**src/rtl/hazard_ctrl_if.sv**
```systemverilog
// Refill handshake between the hazard/miss controller and instruction memory.
// redirect_pend is carried alongside the handshake for debug visibility.
interface hazard_ctrl_if #(
   parameter int LINE_WORDS = 4
);
   localparam int IW = (LINE_WORDS > 1) ? $clog2(LINE_WORDS) : 1;

   logic          mem_req;
   logic          mem_ack;
   logic [IW-1:0] refill_idx;
   logic          redirect_pend;

   modport master (
      output mem_req,
      output refill_idx,
      output redirect_pend,
      input  mem_ack
   );

   modport slave (
      input  mem_req,
      input  refill_idx,
      input  redirect_pend,
      output mem_ack
   );
endinterface

```
**src/rtl/hazard_ctrl.sv**
```systemverilog
// Pipeline hazard control and I-cache miss/refill FSM for the 5-stage core.
// FORWARD_EN: defined = EX bypass muxes, undefined = RAW stalls instead.
module hazard_ctrl #(
   parameter int         LINE_WORDS = 4,
   parameter logic [2:0] LOAD_CODE  = 3'b001
) (
   input  logic        clk,
   input  logic        rst,
   input  logic [4:0]  Rs1D,
   input  logic [4:0]  Rs2D,
   input  logic [4:0]  Rs1E,
   input  logic [4:0]  Rs2E,
   input  logic [4:0]  RdE,
   input  logic [4:0]  RdM,
   input  logic [4:0]  RdW,
   input  logic        RegwriteE,
   input  logic        RegwriteM,
   input  logic        RegwriteW,
   input  logic [2:0]  resultsrcE,
   input  logic        PCSrcE,
   input  logic        icache_hit,
   hazard_ctrl_if.master mem,
   output logic [1:0]  ForwardAE,
   output logic [1:0]  ForwardBE,
   output logic        stallF,
   output logic        stallD,
   output logic        flushD,
   output logic        flushE,
   output logic        miss_flush
);
   localparam int IW = (LINE_WORDS > 1) ? $clog2(LINE_WORDS) : 1;
   localparam logic [IW-1:0] LAST = IW'(LINE_WORDS - 1);

   typedef enum logic [1:0] {
      IDLE,
      REQ,
      DONE
   } state_t;

   state_t        state_q, state_d;
   logic [IW-1:0] idx_q, idx_d;
   logic          req_q, req_d;
   logic          mflush_q, mflush_d;
   logic          pend_q, pend_d;

   logic lw_stall;
   logic raw_stall;
   logic miss_active;

   always_ff @(posedge clk or negedge rst) begin
      if (!rst) begin
         state_q  <= IDLE;
         idx_q    <= '0;
         req_q    <= 1'b0;
         mflush_q <= 1'b0;
         pend_q   <= 1'b0;
      end else begin
         state_q  <= state_d;
         idx_q    <= idx_d;
         req_q    <= req_d;
         mflush_q <= mflush_d;
         pend_q   <= pend_d;
      end
   end

   // A redirect never aborts the refill; the fetched line stays valid.
   always_comb begin
      state_d  = state_q;
      idx_d    = idx_q;
      req_d    = req_q;
      mflush_d = 1'b0;
      pend_d   = pend_q;
      unique case (state_q)
         IDLE: begin
            req_d = 1'b0;
            if (!icache_hit) begin
               state_d = REQ;
               idx_d   = '0;
               req_d   = 1'b1;
            end
         end
         REQ: begin
            req_d = 1'b1;
            if (PCSrcE) pend_d = 1'b1;
            if (mem.mem_ack) begin
               if (idx_q == LAST) begin
                  state_d  = DONE;
                  req_d    = 1'b0;
                  mflush_d = 1'b1;
               end else begin
                  idx_d = idx_q + 1'b1;
               end
            end
         end
         DONE: begin
            state_d = IDLE;
            idx_d   = '0;
            req_d   = 1'b0;
            pend_d  = 1'b0;
         end
         default: begin
            state_d = IDLE;
            idx_d   = '0;
            req_d   = 1'b0;
         end
      endcase
   end

   assign mem.mem_req       = req_q;
   assign mem.refill_idx    = idx_q;
   assign mem.redirect_pend = pend_q;
   assign miss_flush        = mflush_q;

   assign lw_stall = (resultsrcE == LOAD_CODE) && (RdE != 5'd0)
                   && ((RdE == Rs1D) || (RdE == Rs2D));

`ifdef FORWARD_EN
   function automatic logic [1:0] fwd_sel(input logic [4:0] rs);
      logic [1:0] sel;
      sel = 2'b00;
      unique case (1'b1)
         (RegwriteM && RdM != 5'd0 && RdM == rs): sel = 2'b10;
         (RegwriteW && RdW != 5'd0 && RdW == rs): sel = 2'b01;
         default:                                 sel = 2'b00;
      endcase
      return sel;
   endfunction

   assign ForwardAE = fwd_sel(Rs1E);
   assign ForwardBE = fwd_sel(Rs2E);
   assign raw_stall = 1'b0;

   logic unused_raw;
   assign unused_raw = RegwriteE;
`else
   // W needs no check: the register file writes on the falling edge.
   assign ForwardAE = 2'b00;
   assign ForwardBE = 2'b00;
   assign raw_stall =
      (RegwriteE && RdE != 5'd0 && (RdE == Rs1D || RdE == Rs2D)) ||
      (RegwriteM && RdM != 5'd0 && (RdM == Rs1D || RdM == Rs2D));

   logic unused_fwd;
   assign unused_fwd = ^{Rs1E, Rs2E, RdW, RegwriteW};
`endif

   assign miss_active = (state_q != IDLE) || !icache_hit;

   assign stallF = lw_stall | raw_stall | miss_active;
   assign stallD = lw_stall | raw_stall | miss_active;
   assign flushD = PCSrcE | miss_active;
   assign flushE = lw_stall | raw_stall | PCSrcE;
endmodule
```
**src/flat_wrapper.sv**
```systemverilog
// flat-port wrapper written by rule: the top's interface ports become plain ports
module hazard_ctrl_flat 
#(
   parameter int         LINE_WORDS = 4,
   parameter logic [2:0] LOAD_CODE  = 3'b001
)
  (clk, rst, Rs1D, Rs2D, Rs1E, Rs2E, RdE, RdM, RdW, RegwriteE, RegwriteM, RegwriteW, resultsrcE, PCSrcE, icache_hit, ForwardAE, ForwardBE, stallF, stallD, flushD, flushE, miss_flush, mem_mem_req, mem_refill_idx, mem_redirect_pend, mem_mem_ack);
  hazard_ctrl_if #(.LINE_WORDS(LINE_WORDS)) mem_i ();
  input  logic clk;
  input  logic rst;
  input  logic [4:0] Rs1D;
  input  logic [4:0] Rs2D;
  input  logic [4:0] Rs1E;
  input  logic [4:0] Rs2E;
  input  logic [4:0] RdE;
  input  logic [4:0] RdM;
  input  logic [4:0] RdW;
  input  logic RegwriteE;
  input  logic RegwriteM;
  input  logic RegwriteW;
  input  logic [2:0] resultsrcE;
  input  logic PCSrcE;
  input  logic icache_hit;
  output logic [1:0] ForwardAE;
  output logic [1:0] ForwardBE;
  output logic stallF;
  output logic stallD;
  output logic flushD;
  output logic flushE;
  output logic miss_flush;
  output wire logic [$bits(mem_i.mem_req)-1:0] mem_mem_req;
  output wire logic [$bits(mem_i.refill_idx)-1:0] mem_refill_idx;
  output wire logic [$bits(mem_i.redirect_pend)-1:0] mem_redirect_pend;
  input wire logic [$bits(mem_i.mem_ack)-1:0] mem_mem_ack;
  assign mem_mem_req = mem_i.mem_req;
  assign mem_refill_idx = mem_i.refill_idx;
  assign mem_redirect_pend = mem_i.redirect_pend;
  assign mem_i.mem_ack = mem_mem_ack;
  hazard_ctrl #(.LINE_WORDS(LINE_WORDS), .LOAD_CODE(LOAD_CODE)) u_core (.clk(clk), .rst(rst), .Rs1D(Rs1D), .Rs2D(Rs2D), .Rs1E(Rs1E), .Rs2E(Rs2E), .RdE(RdE), .RdM(RdM), .RdW(RdW), .RegwriteE(RegwriteE), .RegwriteM(RegwriteM), .RegwriteW(RegwriteW), .resultsrcE(resultsrcE), .PCSrcE(PCSrcE), .icache_hit(icache_hit), .mem(mem_i), .ForwardAE(ForwardAE), .ForwardBE(ForwardBE), .stallF(stallF), .stallD(stallD), .flushD(flushD), .flushE(flushE), .miss_flush(miss_flush));
endmodule
```
**config.mk**
```make
export PLATFORM = sky130hd
export DESIGN_NAME = hazard_ctrl_flat
export DESIGN_NICKNAME = d
export VERILOG_FILES = /design/src/rtl/hazard_ctrl_if.sv /design/src/rtl/hazard_ctrl.sv /design/src/flat_wrapper.sv
export SDC_FILE = /design/constraint.sdc
export NUM_CORES = 1
export LEC_CHECK = 0
export CELL_PAD_IN_SITES_DETAIL_PLACEMENT = 0
export CELL_PAD_IN_SITES_GLOBAL_PLACEMENT = 1
export CORE_ASPECT_RATIO = 0.5
export CORE_MARGIN = 2
export CORE_UTILIZATION = 21
export DETAILED_ROUTE_END_ITERATION = 10
export GPL_ROUTABILITY_DRIVEN = 0
export PLACE_DENSITY_LB_ADDON = 0.1
export REMOVE_ABC_BUFFERS = 1
export SYNTH_ARGS = -nofsm -noshare
export SYNTH_HDL_FRONTEND = slang
export SYNTH_SLANG_ARGS = --single-unit
```
**constraint.sdc**
```tcl
create_clock -name clk -period 4.49 [get_ports clk]
set_input_delay 1.347 -clock clk [delete_from_list [all_inputs] [get_ports clk]]
set_output_delay 1.347 -clock clk [all_outputs]
set_load 0.02 [all_outputs]
```
# After elaboration in Yosys (flattened, before gate mapping)
# Index checks and enable logic that the tools add are counted.
dict set report totals {
  n_memories 0
  latchBits 0
  in_bits 46
  out_inout_bits 13
  romBits 0
  ff_bits 7
  mem_bits_rw 0
}
dict set report op_classes {
  n_shift 0
  eq_ne 13
  reduce_logical 19
  mux 17
  n_mul 0
  n_lt_le_gt_ge 0
  div 0
  add_sub_neg 1
  bitwise 4
}
# operator count
set op_table {}
lappend op_table {{$eq 5x5->1} 4}
lappend op_table {{$mux 2} 6}
lappend op_table {{$reduce_bool 5->1} 2}
lappend op_table {{$ne 2x2->1 const B} 4}
lappend op_table {{$pmux 2 s2} 2}
lappend op_table {{$mux 1} 7}
lappend op_table {{$logic_and 1x1->1} 6}
lappend op_table {{$reduce_and 3->1} 2}
lappend op_table {{$eq 2x2->1 const B} 2}
lappend op_table {{$logic_or 1x1->1} 4}
lappend op_table {{$or 1x1->1} 4}
lappend op_table {{$pmux 1 s2} 2}
lappend op_table {{$reduce_bool 2->1} 2}
lappend op_table {{$eq 3x1->1 const B} 1}
lappend op_table {{$add 2x1->2 const B} 1}
lappend op_table {{$eq 2x1->1 const B} 1}
lappend op_table {{$logic_not 2->1} 1}
lappend op_table {{$ne 2x1->1 const B} 1}
lappend op_table {{$reduce_and 2->1} 1}
lappend op_table {{$logic_not 1->1} 1}

# Depth between registers and ports, before layout
dict set report logic_depth {
  word_depth 6
  ltp_mapped 6
  mapped_depth_nobuf 5
}

# Worst setup path before layout
# No wires, ideal clock.
dict set report synth_timing {
  kind {in2out}
  from {in RdE[1]}
  to {out stallF}
  slack_ns 0.433
  arrival_time_ns 2.710
  required_ns 3.143
  stages 5
  path_buffers 1
  cell_sequence {or4_1 -> o22ai_1 -> o22ai_1 -> or3_1 -> buf_4}
}
dict set report synth_between {
  elab_chain_cells 6
}
# element line
set synth_rtl {}
lappend synth_rtl {{start: declaration} flat_wrapper.sv:15} ;# input logic [4:0] RdE;
lappend synth_rtl {{$eq 5x5->1 / $reduce_bool 5->1 (equally long branches)} {hazard_ctrl.sv:115, hazard_ctrl.sv:140, hazard_ctrl.sv:114}}
lappend synth_rtl {{$logic_or 1x1->1 / $logic_and 1x1->1 (equally long branches)} {hazard_ctrl.sv:115, hazard_ctrl.sv:140}}
lappend synth_rtl {{$logic_and 1x1->1} hazard_ctrl.sv:140} ;# (RegwriteE && RdE != 5'd0 && (RdE == Rs1D || RdE == Rs2D)) ||
lappend synth_rtl {{$logic_or 1x1->1} hazard_ctrl.sv:140}
lappend synth_rtl {{$or 1x1->1 (*) (2 in a row)} -}
lappend synth_rtl {{end: declaration} flat_wrapper.sv:26} ;# output logic stallF;
# Mark *: on every way between the ends. The rest lies on a longest branch, timed or not.

# Worst setup path in the final report
dict set report layout_timing {
  from {in RdE[1]}
  to {out stallF}
}
dict set report layout_between {
  elab_chain_cells 6
}
# element line
set layout_rtl {}
lappend layout_rtl {{$eq 5x5->1 / $reduce_bool 5->1 (equally long branches)} {hazard_ctrl.sv:115, hazard_ctrl.sv:140, hazard_ctrl.sv:114}}
lappend layout_rtl {{$logic_or 1x1->1 / $logic_and 1x1->1 (equally long branches)} {hazard_ctrl.sv:115, hazard_ctrl.sv:140}}
lappend layout_rtl {{$logic_and 1x1->1} hazard_ctrl.sv:140}
lappend layout_rtl {{$logic_or 1x1->1} hazard_ctrl.sv:140}
lappend layout_rtl {{$or 1x1->1 (*) (2 in a row)} hazard_ctrl.sv:149} ;# assign stallF = lw_stall | raw_stall | miss_active;
# Marks and branches as above.

==> metrics.md <==
| Metric | Value |
|---|---|
| Peak VDD IR | 0.146 mV |
| Sum Neg Setup Slack | 0 ns |
| Cell Area, Synth | 629 um2 |
| Die footprint | 3480 um2 |
| Cells after DPL | 149 |
| CP peak stage delay | 0.51 ns |
| Initial DRC Count | 10 |
| Max Transition Viols Final | 0 |
| Critical path endpoint category | output port |
| GRT Residual Overflow | 0 |
| Vias in the first global route | 681 |
| Ys async rst share | 100% |
| Worst-path cell chain | clkdlybuf4s50_1 > or4_4 > o22ai_4 > o22ai_2 > or3_4 > buf_4 |
| Arr. time, crit path | 3.08 ns |
| Drt first pass iters | 3 |
| Final WS setup | 0.0631 ns |
| Initial core utilization | 23.2% |
| CP Max Fanout | 2 |
| Top cell type's share of synthesized area | 27.8% |
| GR Layer Usage met3 | 3.19% |
| Adder-Cell Fraction of Synth Area | 1.99% |
| Hold WS | 0.528 ns |
| Routed wire length per instance | 11.5 um |
| Sink Count | 7 |
| Worst hold stages | 2 |
| Min cycle time layout | 4.43 ns |
| Post-Synth Simple-Gate Area | 20.1% |
| Combinational family with the most area after synthesis | XOR/XNOR gates |
| EDFF count, synth | 0 |
| Total power after layout | 0.380 mW |
| Worst Hold Launch | u_core.mem.redirect_pend |
| Synth area leaders | dfrtp_1, xor2_1, buf_4 |
| Post-Synthesis Cells | 70 |
| Max Freq | 0.226 GHz |
| Detail Placement HPWL | 1.46 mm |
| Die Y | 42.7 um |
| RSZ-0062 raised after global routing | yes |
| Post-CTS Setup Bufs | 0 |
| Final net count | 164 |
| Largest net degree at the start of global routing | 11 |
| Tot GR Track Use | 11.0% |
| Worst skew pair latency | 0.22 ns |
| CTS Hold Bufs | 0 |
| Num rows | 13 |
| PD cells | 331 nW/um2 |
| FF+latch count, synth | 7 |
| Post-Layout Cell Count | 153 |
| Num CTS Buffers | 3 |
| Mux share of post-synthesis cell area | 1.79% |
| Initial antenna violation count | 0 |
| Root Buffer | clkbuf_8 |
| Routed Antenna Nets | 0 |
| CTS max path bufs | 2 |
| Synth Area in XOR/XNOR | 29.2% |
| Mean post-synth cell area | 8.99 um2 |
| Met2 Use GR | 18.9% |
| Core area | 2720 um2 |
| Status | complete, no violations |
| Clock skew | 0.000784 ns |
| R2R depth | 5 |
| H-tree depth | 1 |
| Worst Hold End | u_core.mem.redirect_pend |
| Startpoint types | primary input |
| First-pass GRT wire length | 3.00 mm |
| Post-Route WL | 1.77 mm |
| Worst EP required | 3.14 ns |
| Die Wd | 81.4 um |
| CTS tree | built |
| Most frequent cell after synthesis | xor2_1 |
| Worst path top cell family by delay | simple AND/OR/NAND/NOR gates |
| Final period util | 98.6% |
| Drt drc | 0 |
| Final number of setup-violating endpoints | 0 |
| Final hold viol count | 0 |
| Area grow syn2layout | 82.3% |
| Cell taking the most area after synthesis | dfrtp_1 |
| Layout cell share with drive strength beyond 1 | 16.4% |
| Synth unique cells | 23 |
| Critical path type | in2out |
| HP Class | reg2reg |
| Grt peak-use layer | met2 |
| GRT met1 Usage | 13.8% |
| Reg-to-Reg Start | u_core.mem.refill_idx[0] |
| Via density per instance | 4.36 |
| Worst-path clk slew | 0.04 ns |
| Yosys warns | 0 |
| Slowest-stage cell, CP | or4_4 |
| Top post-synthesis cells by count | xor2_1, dfrtp_1, nor2_1, buf_4 |
| Max-Cap Viols | 0 |
| Leak | 0.504 nW |
| Fraction of the yosys area taken by sequential cells | 27.8% |
| R2r endpoint | u_core.mem.refill_idx[1] |
| CP Buf/Inv Count | 2 |
| Compound-Gate Fraction of Synth Area | 11.9% |
| ANT cells | 0 |
| Vias | 667 |
| R2R Setup Slk | 3.03 ns |
| Ports | 59 |
| IO Port Bufs | 38 |
| Pre-CTS WS | -0.402 ns |
| Top FF cell, synth | dfrtp_1 |
[worst reg2reg max path, cell delays in order, from the launching register on]
cell and delay, ns:
dfrtp_1 0.40, ha_1 0.25, nand2b_1 0.17, mux2_2 0.34, a22oi_1 0.13, nor2_1 0.05
[metrics by stage]
| step | util [%] | cell area, um2 |
|---|---|---|
| global route | 42.2 | 1150 |
| floorplan | - | 599 |
| global placement | 39.7 | 1080 |
| detailed placement | 39.7 | 1080 |
| finish | 42.2 | 1150 |
| CTS | 41.1 | 1120 |
[worst max-delay path by stage]
stage          endpoint   start  slack [ns]  depth (start not counted)
2_1_floorplan    stallD  RdE[1]        0.57                          4
3_5_place_dp     stallF  RdM[0]       -0.40                          6
5_1_grt          stallD  RdE[1]      -0.002                          6
3_3_place_gp     stallD  RdM[0]       -0.38                          6
6_report         stallF  RdE[1]        0.06                          6
4_1_cts          flushE  RdE[3]       0.009                          6
[sequential cells by signal, indices dropped and copies added, names as in the netlist]
| signal | cells |
|---|---|
| u_core.mem.redirect_pend | 1 |
| u_core.mem.mem_req | 1 |
| u_core.miss_flush | 1 |
| u_core.mem.refill_idx | 2 |
| u_core.state_q | 2 |
[cell usage in the layout (no fill, tap or decap)]
cell type	netlist	layout
conb_1	1	4
nor2_1	6	6
nor3b_1	1	1
nor2b_1	1	1
nor3_1	4	4
dfrtp_1	7	7
clkbuf_8	0	3
o21ai_1	0	1
or2_2	1	1
o21ai_0	2	1
and4b_1	2	2
clkbuf_1	1	1
o22ai_4	0	1
mux2_2	1	1
a311oi_1	2	2
or4_4	0	1
a22oi_1	4	4
or4_1	2	1
dlymetal6s2s_1	0	3
o22ai_2	0	1
buf_2	0	1
xor2_1	20	20
clkdlybuf4s50_1	0	30
nand2b_1	2	2
or3_1	2	1
dlygate4sd2_1	0	2
ha_1	1	1
a21oi_1	1	1
nand2_1	1	1
xnor2_1	1	1
or3_4	0	1
buf_4	5	9
[area by class of cell]
class | count | area [um2]
Clock buffer | 4 | 45.0
Fill cell | 274 | 1570
Multi-Input combinational cell | 60 | 453
Sequential cell | 7 | 175
Tap cell | 37 | 46.3
Timing Repair Buffer | 45 | 428
[layer usage]
metal,vias to the layer above,share of wire (%)
met3,0,5.9
met4,0,0
met5,-,0
met2,21,49
met1,315,45
li1,331,-
[kinds of logic after synthesis]
group,count (synthesis)
other,1
DFF,7
xor gates and xnor gates,21
buffers and inverters,6
adders and majority gates,1
AOI/OAI and AO/OA,11
and+or+nand+nor,22
muxes,1
[where the power goes]
group | internal [mW] | total (mW) | switching [mW]
clock | 0.0613 | 0.0872 | 0.0259
combinational | 0.102 | 0.186 | 0.0835
sequential | 0.0837 | 0.107 | 0.0238
total | 0.247 | 0.380 | 0.133
[timing repair]
action,CTS,global route
resized for setup,14,11
endpoints found under the setup margin,3,3
pin swaps,0,3
Power figures use the tool's default switching activity.
==> RTL edit, RTL diff (config.mk and constraints unchanged) <==
The option `FORWARD_EN` is turned on by a define.
--- a/src/rtl/hazard_ctrl.sv
+++ b/src/rtl/hazard_ctrl.sv
@@ -2,2 +2,4 @@
 // FORWARD_EN: defined = EX bypass muxes, undefined = RAW stalls instead.
+`define FORWARD_EN
+
 module hazard_ctrl #(
Function: changed (a bounded check fails within 4 cycles, from zero or initial values and one cycle with rst low).
==> RTL edit against the original RTL <==
  * Die area increased by 14%
  * Sequential cell count unchanged
  * First-iteration DRC count fell by 60%
  * Setup slack better by 0.092 ns
  * Final cell count is 23% higher
  * Non-clock buffer count increased by 19
  * Count of clock-buffer cells in the layout unchanged
  * Cell area up 25%
  * Global-route usage down 0.060 points
  * Combinational power up 9%
  * Routed wire length is 19% higher
  * Total power grew 4.6%
  * Synthesized area up 16%
==> RTL edit: results <==
metrics = {
    "global_routing": {
        "use_met3_pct": 2.17,
        "grt_pass1_wl_um": 3370,
        "grt_use_met2_pct": 22.4,
        "grt_use_met1_pct": 11.5,
        "grt_max_degree": 10,
        "grtUsageTotal_pct": 10.9,
        "grt_pass1_vias": 854,
        "antenna_found_initial": 0,
    },
    "worst_setup_path": {
        "critPathSlowestCell": "or4_4",
        "slowest_delay_ns": 0.54,
        "crit_family": "buffers and inverters",
        "r2r_cells": 5,
        "worst-path-max-fanout": 3,
    },
    "timing": {
        "setup_violations": 0,
        "skew_ns": 0.000557,
        "tightestPinTransition_ns": 0.303,
    },
    "synth": {
        "ys_top_cells_by_area": "dfrtp_1 24%, xor2_1 22%, xnor2_1 16%, nor4_1 3.4%, a22oi_1 3.1%",
        "ys_types": 25,
        "yosysSeqAreaShare_pct": 24.1,
        "synthArstFlopShare_pct": 100,
        "yosys-top-cells-count": "18 x xor2_1, 13 x xnor2_1, 7 x dfrtp_1",
        "yosysWarnings": 0,
        "yosys_most_used_dff": "dfrtp_1",
        "synth_edf_count": 0,
    },
    "clock_network": {
        "cts_buffer_depth": 2,
        "clkTransAtPathRegs_ns": 0.04,
        "clk_latency_ns": 0.22,
        "htreeDepth": 1,
        "cts_root_buf": "clkbuf_8",
        "postCtsSetupBuffers": 0,
        "numCtsBuffers": 3,
    },
    "final_layout": {
        "antenna-diode-count": 0,
        "drive_above_1_share_pct": 8.22,
        "nets": 194,
        "n_fill_cell": 336,
    },
    "detailed_routing": {
        "drt_first_pass_iters": 4,
        "routed_wl_um": 2100,
        "drtIter0Drc": 4,
        "vias_per_cell": 4.28,
    },
    "min_path": {
        "hp-class": "reg -> reg",
        "hold_depth": 2,
    },
    "placed_design": {
        "dp_hpwl_um": 1910,
        "io_buffers": 57,
    },
    "pwr": {
        "peakVddDrop_v": 0.0000957,
        "leakage_nw": 0.595,
    },
    "run_status": {
        "status": "completed",
    },
}
==> RTL edit: final timing paths <==
path                                           from                       end  slack [ns]
max in group asynchronous                       rst  u_core.mem.refill_idx[1]        2.88
hold / removal             u_core.mem.redirect_pend  u_core.mem.redirect_pend        0.53
min in group asynchronous                       rst        u_core.mem.mem_req        1.38
setup reg to reg           u_core.mem.refill_idx[0]  u_core.mem.refill_idx[1]        2.97
hold reg to reg            u_core.mem.redirect_pend  u_core.mem.redirect_pend        0.53
setup / recovery                             RdE[3]                    stallD        0.15
==> RTL edit: area by class of cell <==
| class | instances | share of cell area, % |
|---|---|---|
| multi-input combinational | 70 | 37.2 |
| inverter | 1 | 0.262 |
| timing repair buffer | 64 | 43.4 |
| clock buffer | 4 | 3.15 |
| tap | 42 | 3.67 |
| sequential | 7 | 12.2 |
==> RTL edit: cell families (layout without fill, tap and decap cells) <==
group                    Yosys count  after routing  synth area share (%)
XOR/XNOR                          31             31                  37.3
buffers and inverters              4             69                  2.58
flip-flops                         7              7                  24.1
multiplexers                       1              1                  1.55
AO/OA/AOI/OAI                     12             12                  12.0
adder cells (fa/ha/maj)            1              1                  1.72
AND/OR/NAND/NOR                   25             25                  20.7
==> RTL edit: worst register-to-register path: cells and delay by family, from the launching register on <==
| family | cells | cell delay, ns |
|---|---|---|
| adders and majority gates | 1 | 0.27 |
| DFF | 1 | 0.42 |
| muxes | 1 | 0.33 |
| and+or+nand+nor | 2 | 0.24 |
| AOI/OAI and AO/OA | 1 | 0.14 |
==> RTL edit: routing by layer <==
layer,vias to the layer above,wire length (um),part of all wire [%]
met1,353,837,40
li1,419,-,-
met4,0,16,0.76
met2,30,1110,53
met5,-,0,0
met3,3,138,6.6
==> RTL edit: where the power goes <==
part / switching (W) / internal, W
clock network: 0.0000256 / 0.0000613
logic: 0.0000876 / 0.000115
registers: 0.0000241 / 0.0000837
==> RTL edit: what timing repair did <==
| item | 4_1_cts | 5_1_grt |
|---|---|---|
| pin swaps | 0 | 0 |
| endpoints found under the setup margin | 5 | 2 |
| gates resized for setup | 5 | 2 |
==> RTL edit: stage by stage <==
| stage | setup slack (ns) | utilization [%] | cells | cell area [um2] | hold WS (ns) |
|---|---|---|---|---|---|
| floorplan | 0.697 | - | 78 | 712 | 0.529 |
| global placement | -0.0904 | 41.1 | 184 | 1390 | 0.531 |
| detailed placement | -0.0869 | 41.1 | 184 | 1390 | 0.532 |
| CTS | 0.00150 | 42.2 | 188 | 1430 | 0.537 |
| global route | 0.106 | 42.4 | 188 | 1430 | 0.555 |
| finish | 0.155 | 42.4 | 188 | 1430 | 0.533 |
